===== config.mk =====
export PLATFORM = sky130hd
export DESIGN_NAME = insn_sequencer
export DESIGN_NICKNAME = d
export VERILOG_FILES = /design/src/rtl/insn_sequencer.sv
export SDC_FILE = /design/constraint.sdc
export NUM_CORES = 1
export LEC_CHECK = 0
export CAP_MARGIN = 10
export CORE_MARGIN = 4
export CORE_UTILIZATION = 48
export CTS_BUF_LIST = sky130_fd_sc_hd__clkbuf_8
export DETAILED_ROUTE_END_ITERATION = 6
export PLACE_DENSITY = 0.82
export SYNTH_ARGS = -nofsm -noshare
export SYNTH_HDL_FRONTEND = slang
export SYNTH_SLANG_ARGS = --single-unit

===== constraint.sdc =====
create_clock -name clock -period 2 [get_ports clock]
set_input_delay 0.4 -clock clock [delete_from_list [all_inputs] [get_ports clock]]
set_output_delay 0.4 -clock clock [all_outputs]
set_load 0.02 [all_outputs]

===== src/rtl/insn_sequencer.sv =====
// insn_sequencer: multicycle fetch/decode/execute/memory/writeback control FSM.
// Define INSN_SEQ_MULTDIV_EN to enable the multiply/divide handshake (MDWAIT state).
module insn_sequencer #(
    parameter int unsigned MD_TIMEOUT = 64
) (
    input  logic        clock,
    input  logic        reset_n,
    input  logic [4:0]  ctrl_opcode,
    input  logic [4:0]  ctrl_aluop,
    input  logic        imem_ready,
    input  logic        dmem_ready,
    input  logic        md_ready,
    output logic        ctrl_imem_rd,
    output logic        ctrl_ir_we,
    output logic        ctrl_pc_we,
    output logic        ctrl_jump,
    output logic        ctrl_alu_imm,
    output logic        ctrl_dmem_rd,
    output logic        ctrl_dmem_we,
    output logic        ctrl_md_start,
    output logic        ctrl_reg_we,
    output logic [1:0]  ctrl_wb_sel,
    output logic        exc_illegal,
    output logic [2:0]  state,
    output logic [31:0] instret
);

    typedef enum logic [2:0] {
        S_IDLE   = 3'd0,
        S_FETCH  = 3'd1,
        S_DECODE = 3'd2,
        S_EXEC   = 3'd3,
        S_MEM    = 3'd4,
        S_WB     = 3'd5,
        S_MDWAIT = 3'd6,
        S_TRAP   = 3'd7
    } state_t;

    typedef enum logic [2:0] {
        CLS_ALU, CLS_MD, CLS_ADDI, CLS_LW, CLS_SW, CLS_J
    } cls_t;

    localparam logic [4:0] OP_RTYPE = 5'b00000;
    localparam logic [4:0] OP_J     = 5'b00001;
    localparam logic [4:0] OP_ADDI  = 5'b00101;
    localparam logic [4:0] OP_SW    = 5'b00111;
    localparam logic [4:0] OP_LW    = 5'b01000;
    localparam logic [4:0] ALU_MUL  = 5'b00110;
    localparam logic [4:0] ALU_DIV  = 5'b00111;

    state_t cur;
    cls_t   cls;
    cls_t   dec_cls;
    logic   dec_legal;

`ifdef INSN_SEQ_MULTDIV_EN
    logic [7:0] md_timer;
`else
    logic md_unused;
    assign md_unused = md_ready | (MD_TIMEOUT == 0);
`endif

    // NOTE: every always_comb output gets a default first so no path leaves it unassigned (no latch).
    always_comb begin
        dec_cls   = CLS_ALU;
        dec_legal = 1'b1;
        case (ctrl_opcode)
            OP_RTYPE: begin
                if (ctrl_aluop == ALU_MUL || ctrl_aluop == ALU_DIV) begin
`ifdef INSN_SEQ_MULTDIV_EN
                    dec_cls = CLS_MD;
`else
                    dec_legal = 1'b0;
`endif
                end
            end
            OP_ADDI: dec_cls = CLS_ADDI;
            OP_SW:   dec_cls = CLS_SW;
            OP_LW:   dec_cls = CLS_LW;
            OP_J:    dec_cls = CLS_J;
            default: dec_legal = 1'b0;
        endcase
    end

    // NOTE: sequential state uses non-blocking assignments so all flops update from pre-edge values.
    always_ff @(posedge clock or negedge reset_n) begin
        if (!reset_n) begin
            cur     <= S_IDLE;
            cls     <= CLS_ALU;
            instret <= '0;
`ifdef INSN_SEQ_MULTDIV_EN
            md_timer <= '0;
`endif
        end else begin
            case (cur)
                S_IDLE:   cur <= S_FETCH;
                S_FETCH:  if (imem_ready) cur <= S_DECODE;
                S_DECODE: begin
                    cls <= dec_cls;
                    cur <= dec_legal ? S_EXEC : S_TRAP;
                end
                S_EXEC: begin
                    case (cls)
                        CLS_J: begin
                            cur     <= S_FETCH;
                            instret <= instret + 32'd1;
                        end
                        CLS_LW, CLS_SW: cur <= S_MEM;
`ifdef INSN_SEQ_MULTDIV_EN
                        CLS_MD: begin
                            md_timer <= '0;
                            cur      <= S_MDWAIT;
                        end
`endif
                        default: cur <= S_WB;
                    endcase
                end
                S_MEM: begin
                    if (dmem_ready) begin
                        if (cls == CLS_SW) begin
                            cur     <= S_FETCH;
                            instret <= instret + 32'd1;
                        end else begin
                            cur <= S_WB;
                        end
                    end
                end
                S_MDWAIT: begin
`ifdef INSN_SEQ_MULTDIV_EN
                    // A result arriving on the final timer cycle still completes normally.
                    md_timer <= md_timer + 8'd1;
                    if (md_ready)
                        cur <= S_WB;
                    else if (md_timer == 8'(MD_TIMEOUT - 1))
                        cur <= S_TRAP;
`else
                    cur <= S_TRAP;
`endif
                end
                S_WB: begin
                    cur     <= S_FETCH;
                    instret <= instret + 32'd1;
                end
                S_TRAP:  cur <= S_TRAP;
                default: cur <= S_IDLE;
            endcase
        end
    end

    // Moore decode from the state register and latched class; only the fetch strobes see imem_ready.
    always_comb begin
        ctrl_imem_rd  = 1'b0;
        ctrl_ir_we    = 1'b0;
        ctrl_pc_we    = 1'b0;
        ctrl_jump     = 1'b0;
        ctrl_alu_imm  = 1'b0;
        ctrl_dmem_rd  = 1'b0;
        ctrl_dmem_we  = 1'b0;
        ctrl_md_start = 1'b0;
        ctrl_reg_we   = 1'b0;
        ctrl_wb_sel   = 2'd0;
        exc_illegal   = 1'b0;
        case (cur)
            S_FETCH: begin
                ctrl_imem_rd = 1'b1;
                ctrl_ir_we   = imem_ready;
                ctrl_pc_we   = imem_ready;
            end
            S_EXEC: begin
                case (cls)
`ifdef INSN_SEQ_MULTDIV_EN
                    CLS_MD: ctrl_md_start = 1'b1;
`endif
                    CLS_ADDI, CLS_LW, CLS_SW: ctrl_alu_imm = 1'b1;
                    CLS_J: begin
                        ctrl_pc_we = 1'b1;
                        ctrl_jump  = 1'b1;
                    end
                    default: ;
                endcase
            end
            S_MEM: begin
                ctrl_dmem_rd = (cls == CLS_LW);
                ctrl_dmem_we = (cls == CLS_SW);
            end
            S_WB: begin
                ctrl_reg_we = 1'b1;
                if (cls == CLS_LW)
                    ctrl_wb_sel = 2'd1;
                else if (cls == CLS_MD)
                    ctrl_wb_sel = 2'd2;
            end
            S_TRAP:  exc_illegal = 1'b1;
            default: ;
        endcase
    end

    assign state = cur;

endmodule

; ---- After elaboration in Yosys (flattened, before gate mapping)
; Index checks and enable logic that the tools add are counted.
[totals]
out_inout_bits = 47
regBits = 38
[op_classes]
reduce_logical = 11
mux = 27
addsub = 1
eq_ne = 22
[ops]
columns = operator, n
row1 = $mux W32, 3
row2 = $pmux W32 S3, 1
row3 = $add A32 B1 Y32 const B, 1
row4 = $eq A5 B3 Y1 const B, 4
row5 = $eq A3 B3 Y1 const B, 6
row6 = $pmux W3 S6, 1
row7 = $eq A3 B2 Y1 const B, 4
row8 = $mux W3, 4
row9 = $pmux W3 S4, 1
row10 = $mux W1, 11
row11 = $eq A3 B1 Y1 const B, 2
row12 = $mux W2, 3
row13 = $ne A2 B2 Y1 const B, 3
row14 = $pmux W3 S2, 1
row15 = $reduce_or A2 Y1, 3
row16 = $eq A5 B1 Y1 const B, 1
row17 = $eq A5 B4 Y1 const B, 1
row18 = $logic_not A5 Y1, 1
row19 = $pmux W1 S2, 2
row20 = $reduce_and A4 Y1, 1
row21 = $reduce_or A4 Y1, 1
row22 = $logic_not A3 Y1, 1
row23 = $reduce_bool A3 Y1, 1
row24 = $reduce_or A3 Y1, 1
row25 = other kinds (3), 3

; ---- Depth between registers and ports, before layout
[logic_depth]
ltp_word = 6
ltp_mapped = 7
ltp_nobuf = 6

; ---- Least setup slack after synthesis
; OpenSTA, ideal clock, no wires.
[synth_path]
path_kind = flip-flop to output port
startpoint = register cur[1], in the netlist state[1]
endpoint = output port ctrl_wb_sel[1]
path_stages_with_launch = 5
n_path_buf = 1
required_ns = 1.600
path_slack_ns = -0.047
arrival_time_ns = 1.647
cell_sequence = dfrtp_1 -> buf_6 -> and2b_2 -> nand2_1 -> nor4b_1
[synth_between]
elab_chain_cells = 2
[synth_lines]
columns = element, line_no
row1 = from (decl), 51  ; state_t cur;
row2 = from (signal assigned), 100  ; cur <= dec_legal ? S_EXEC : S_TRAP;
row3 = $eq A3 B3 Y1, 163  ; case (cur)
row4 = $mux W2, 163
row5 = to (decl), 22  ; output logic [1:0] ctrl_wb_sel,
; No other way between the ends.

; ---- Worst setup path in the final report
[layout_path]
startpoint = register cls[1]
endpoint = output port ctrl_jump
[layout_between]
elab_chain_cells = 3
[layout_lines]
columns = element, line_no
row1 = from (decl), 52  ; cls_t cls;
row2 = from (signal assigned), 99  ; cls <= dec_cls;
row3 = $eq A3 B3 Y1, 170  ; case (cls)
row4 = $mux W1, 170
row5 = $mux W1, 163
row6 = to (decl), 16  ; output logic ctrl_jump,
; No other way between the ends.

==> impl_metrics.json <==
{
  "clkTransAtPathRegs_ns": 0.07,
  "antenna_found_initial": 0,
  "syn_area_per_cell_um2": 10.2,
  "max_clock_freq_ghz": 0.522,
  "routed_wl_um": 4460,
  "start_util_pct": 49.8,
  "cap_violations": 0,
  "place_congestion": 0.813,
  "setup_viol": 0,
  "yosysSeqAreaShare_pct": 47.8,
  "min_period_over_period_pct": 95.8,
  "p_leak_nw": 1.27,
  "fin_cells": 324,
  "critPathSlowestCell": "dfrtp_1",
  "hold_viol": 0,
  "max-clock-path-buffers": 2,
  "yosysTopAreaCell": "dfrtp_1",
  "synthesis.area_um2": 1990,
  "required_ns": 1.60,
  "synthToLayoutAreaGrowth_pct": 39.7,
  "port_buffers": 58,
  "async_flop_share_pct": 100,
  "worstPathCellList": "buf_4, nand3b_1, buf_4, nor2_1, buf_2",
  "synth_top_area_share_pct": 47.8,
  "synthTopCellsByArea": "dfrtp_1 (48%), xnor2_1 (8.4%), xor2_1 (6.2%)",
  "die_w_um": 72.4,
  "critical-path-top-delay-family": "buffers and inverters",
  "grt_usage_pct": 17.9,
  "antenna_cells": 0,
  "synth_cell_types": 42,
  "rsz0062_at_grt": "false",
  "clkLatencyLatePin_ns": 0.28,
  "drtIter0Drc": 86,
  "wire_per_inst_um": 13.8,
  "hpwl_um": 3350,
  "cts.htree.levels": 2,
  "run_status": "finished, final reports clean",
  "grt_overflow": 0,
  "drive_above_1_share_pct": 17.9,
  "worstSetupPathType": "reg2out",
  "drv_slew": 0,
  "ios": 62,
  "cp_num_buf_inv": 3,
  "viasPerCell": 5.30,
  "peakVddDrop_v": 0.000514,
  "crit_top_cell": "buf_4",
  "cts_sinks": 38,
  "fillCellCount": 313,
  "slowest_delay_ns": 0.37,
  "antenna_left": 0,
  "vias": 1718,
  "dpl.cell_count": 315,
  "whs_ns": 0.152,
  "critPathCaptureType": "output pin",
  "grt_pass1_vias": 1664,
  "tritoncts": "done",
  "cp-start-kind": "register",
  "die_y_um": 72.4,
  "die-area_um2": 5240,
  "grt_first_pass_wirelength_um": 7430,
  "crit_fanout": 6,
  "cts_buffers": 5,
  "grt_max_degree": 39,
  "skew_ns": 0.00381,
  "yosysWarnings": 0,
  "synth-main-ff-cell": "dfrtp_1",
  "layout.nets": 289,
  "drc": 0,
  "first_pass_iters": 4,
  "fp.coreArea_um2": 4000,
  "row_count": 23,
  "arrival_ns": 1.52,
  "power.density_nw_per_um2": 487,
  "ys_ff_latch": 38,
  "synth_edf_count": 0,
  "finalCriticalPeriod_ns": 1.92,
  "root_buffer": "clkbuf_8",
  "syn-num-nets": 211,
  "netlist_instances": 195,
  "min_path_type": "in2async"
}
logic make-up (layout without fill, tap and decap cells):
group	after synthesis	after routing	synth area share, %
simple gates	100	100	28.7
fa+ha+maj	1	1	0.628
xor+xnor	33	33	14.5
compound gates	14	14	5.03
mux	2	2	1.13
other cells	1	1	0.188
flops	38	38	47.8
buf+inv	6	85	2.07
cell type report:
type,count,area [µm²],share of cell area [%]
Inverter,3,11.3,0.405
Timing Repair Buffer,74,658,23.7
Multi-Input combinational cell,151,1000,36.1
Tap cell,50,62.6,2.25
Sequential cell,38,952,34.2
Clock buffer,6,82.6,2.97
Clock inverter,2,8.76,0.315
what timing repair did:
| item | in CTS | in global routing |
|---|---|---|
| hold buffers | 0 | 0 |
| resized for setup | 19 | 14 |
| setup endpoints to repair | 11 | 8 |
| pin swaps | 0 | 1 |
| buffers inserted | 0 | 1 |
stage by stage:
stage	power [mW]	setup WS (ns)	util (%)	TNS, ns	instance area, µm²
2_1_floorplan	0.799	0.121	-	0	2000
3_3_place_gp	0.842	-0.0562	67.9	-0.0884	2720
3_5_place_dp	0.843	-0.0974	67.9	-0.164	2720
4_1_cts	1.37	0.00927	69.9	0	2800
5_1_grt	1.42	0.0122	69.5	0	2780
6_report	1.35	0.0836	69.5	0	2780
cells in the final DEF (no fill, tap or decap), types with 2 or more instances in the layout:
cell type	count
clkdlybuf4s50_1	46
dfrtp_1	37
nand2_1	23
xnor2_1	19
nor2_1	16
buf_4	16
nand3_1	15
xor2_1	14
nand4_1	7
and3_1	6
clkbuf_8	6
nor3_1	5
clkbuf_2	5
inv_1	4
nor4_1	4
nand3b_1	3
nand2b_1	3
a21oi_1	3
o21ai_0	3
buf_2	3
dlygate4sd2_1	3
and4_1	2
nor3_4	2
mux2_2	2
final timing paths:
check | cells after the start | slack, ns | start | endpoint
worst min-delay path | 2 | 0.15 | reset_n | instret[10]
worst min register to register | 1 | 0.48 | instret[31] | instret[31]
max in group asynchronous | 2 | 1.50 | reset_n | state[2]
worst max register to register | 6 | 0.11 | cls[1] | instret[3]
worst max-delay path | 5 | 0.08 | cls[1] | ctrl_jump
min in group clock | 1 | 0.48 | instret[31] | instret[31]
metal layers:
metal / track usage (%) / routed length, µm / vias up
met2: 29.7 / 2230 / 48
met4: 6.76 / 80 / 0
met5: 0 / 0 / -
li1: - / - / 838
met1: 22.7 / 1930 / 822
met3: 4.29 / 216 / 10
cells in the mapped netlist (2+ instances only):
| cell | instances |
|---|---|
| nor3_1 | 5 |
| nand2b_1 | 3 |
| nor3_4 | 2 |
| o21ai_0 | 4 |
| dfrtp_1 | 38 |
| nor4b_1 | 2 |
| inv_1 | 3 |
| nand3_1 | 15 |
| and3_1 | 6 |
| nand3b_1 | 3 |
| buf_6 | 2 |
| nor4_1 | 4 |
| xnor2_1 | 19 |
| nor2_1 | 16 |
| nand4_1 | 7 |
| a21oi_1 | 3 |
| nand2_1 | 23 |
| and4_1 | 2 |
| mux2_2 | 2 |
| xor2_1 | 14 |
flip-flops by register name (all words and copies together) (netlist names):
signal	count
instret	32
cls	3
state	3
power breakdown:
group          leakage, nW  switching, mW  internal (mW)  total, mW
clock network       0.0524          0.254          0.273      0.527
logic                0.711         0.0293         0.0287     0.0580
registers            0.504       0.000298          0.769      0.769
total                 1.27          0.284           1.07       1.35
Power figures use the tool's default switching activity.
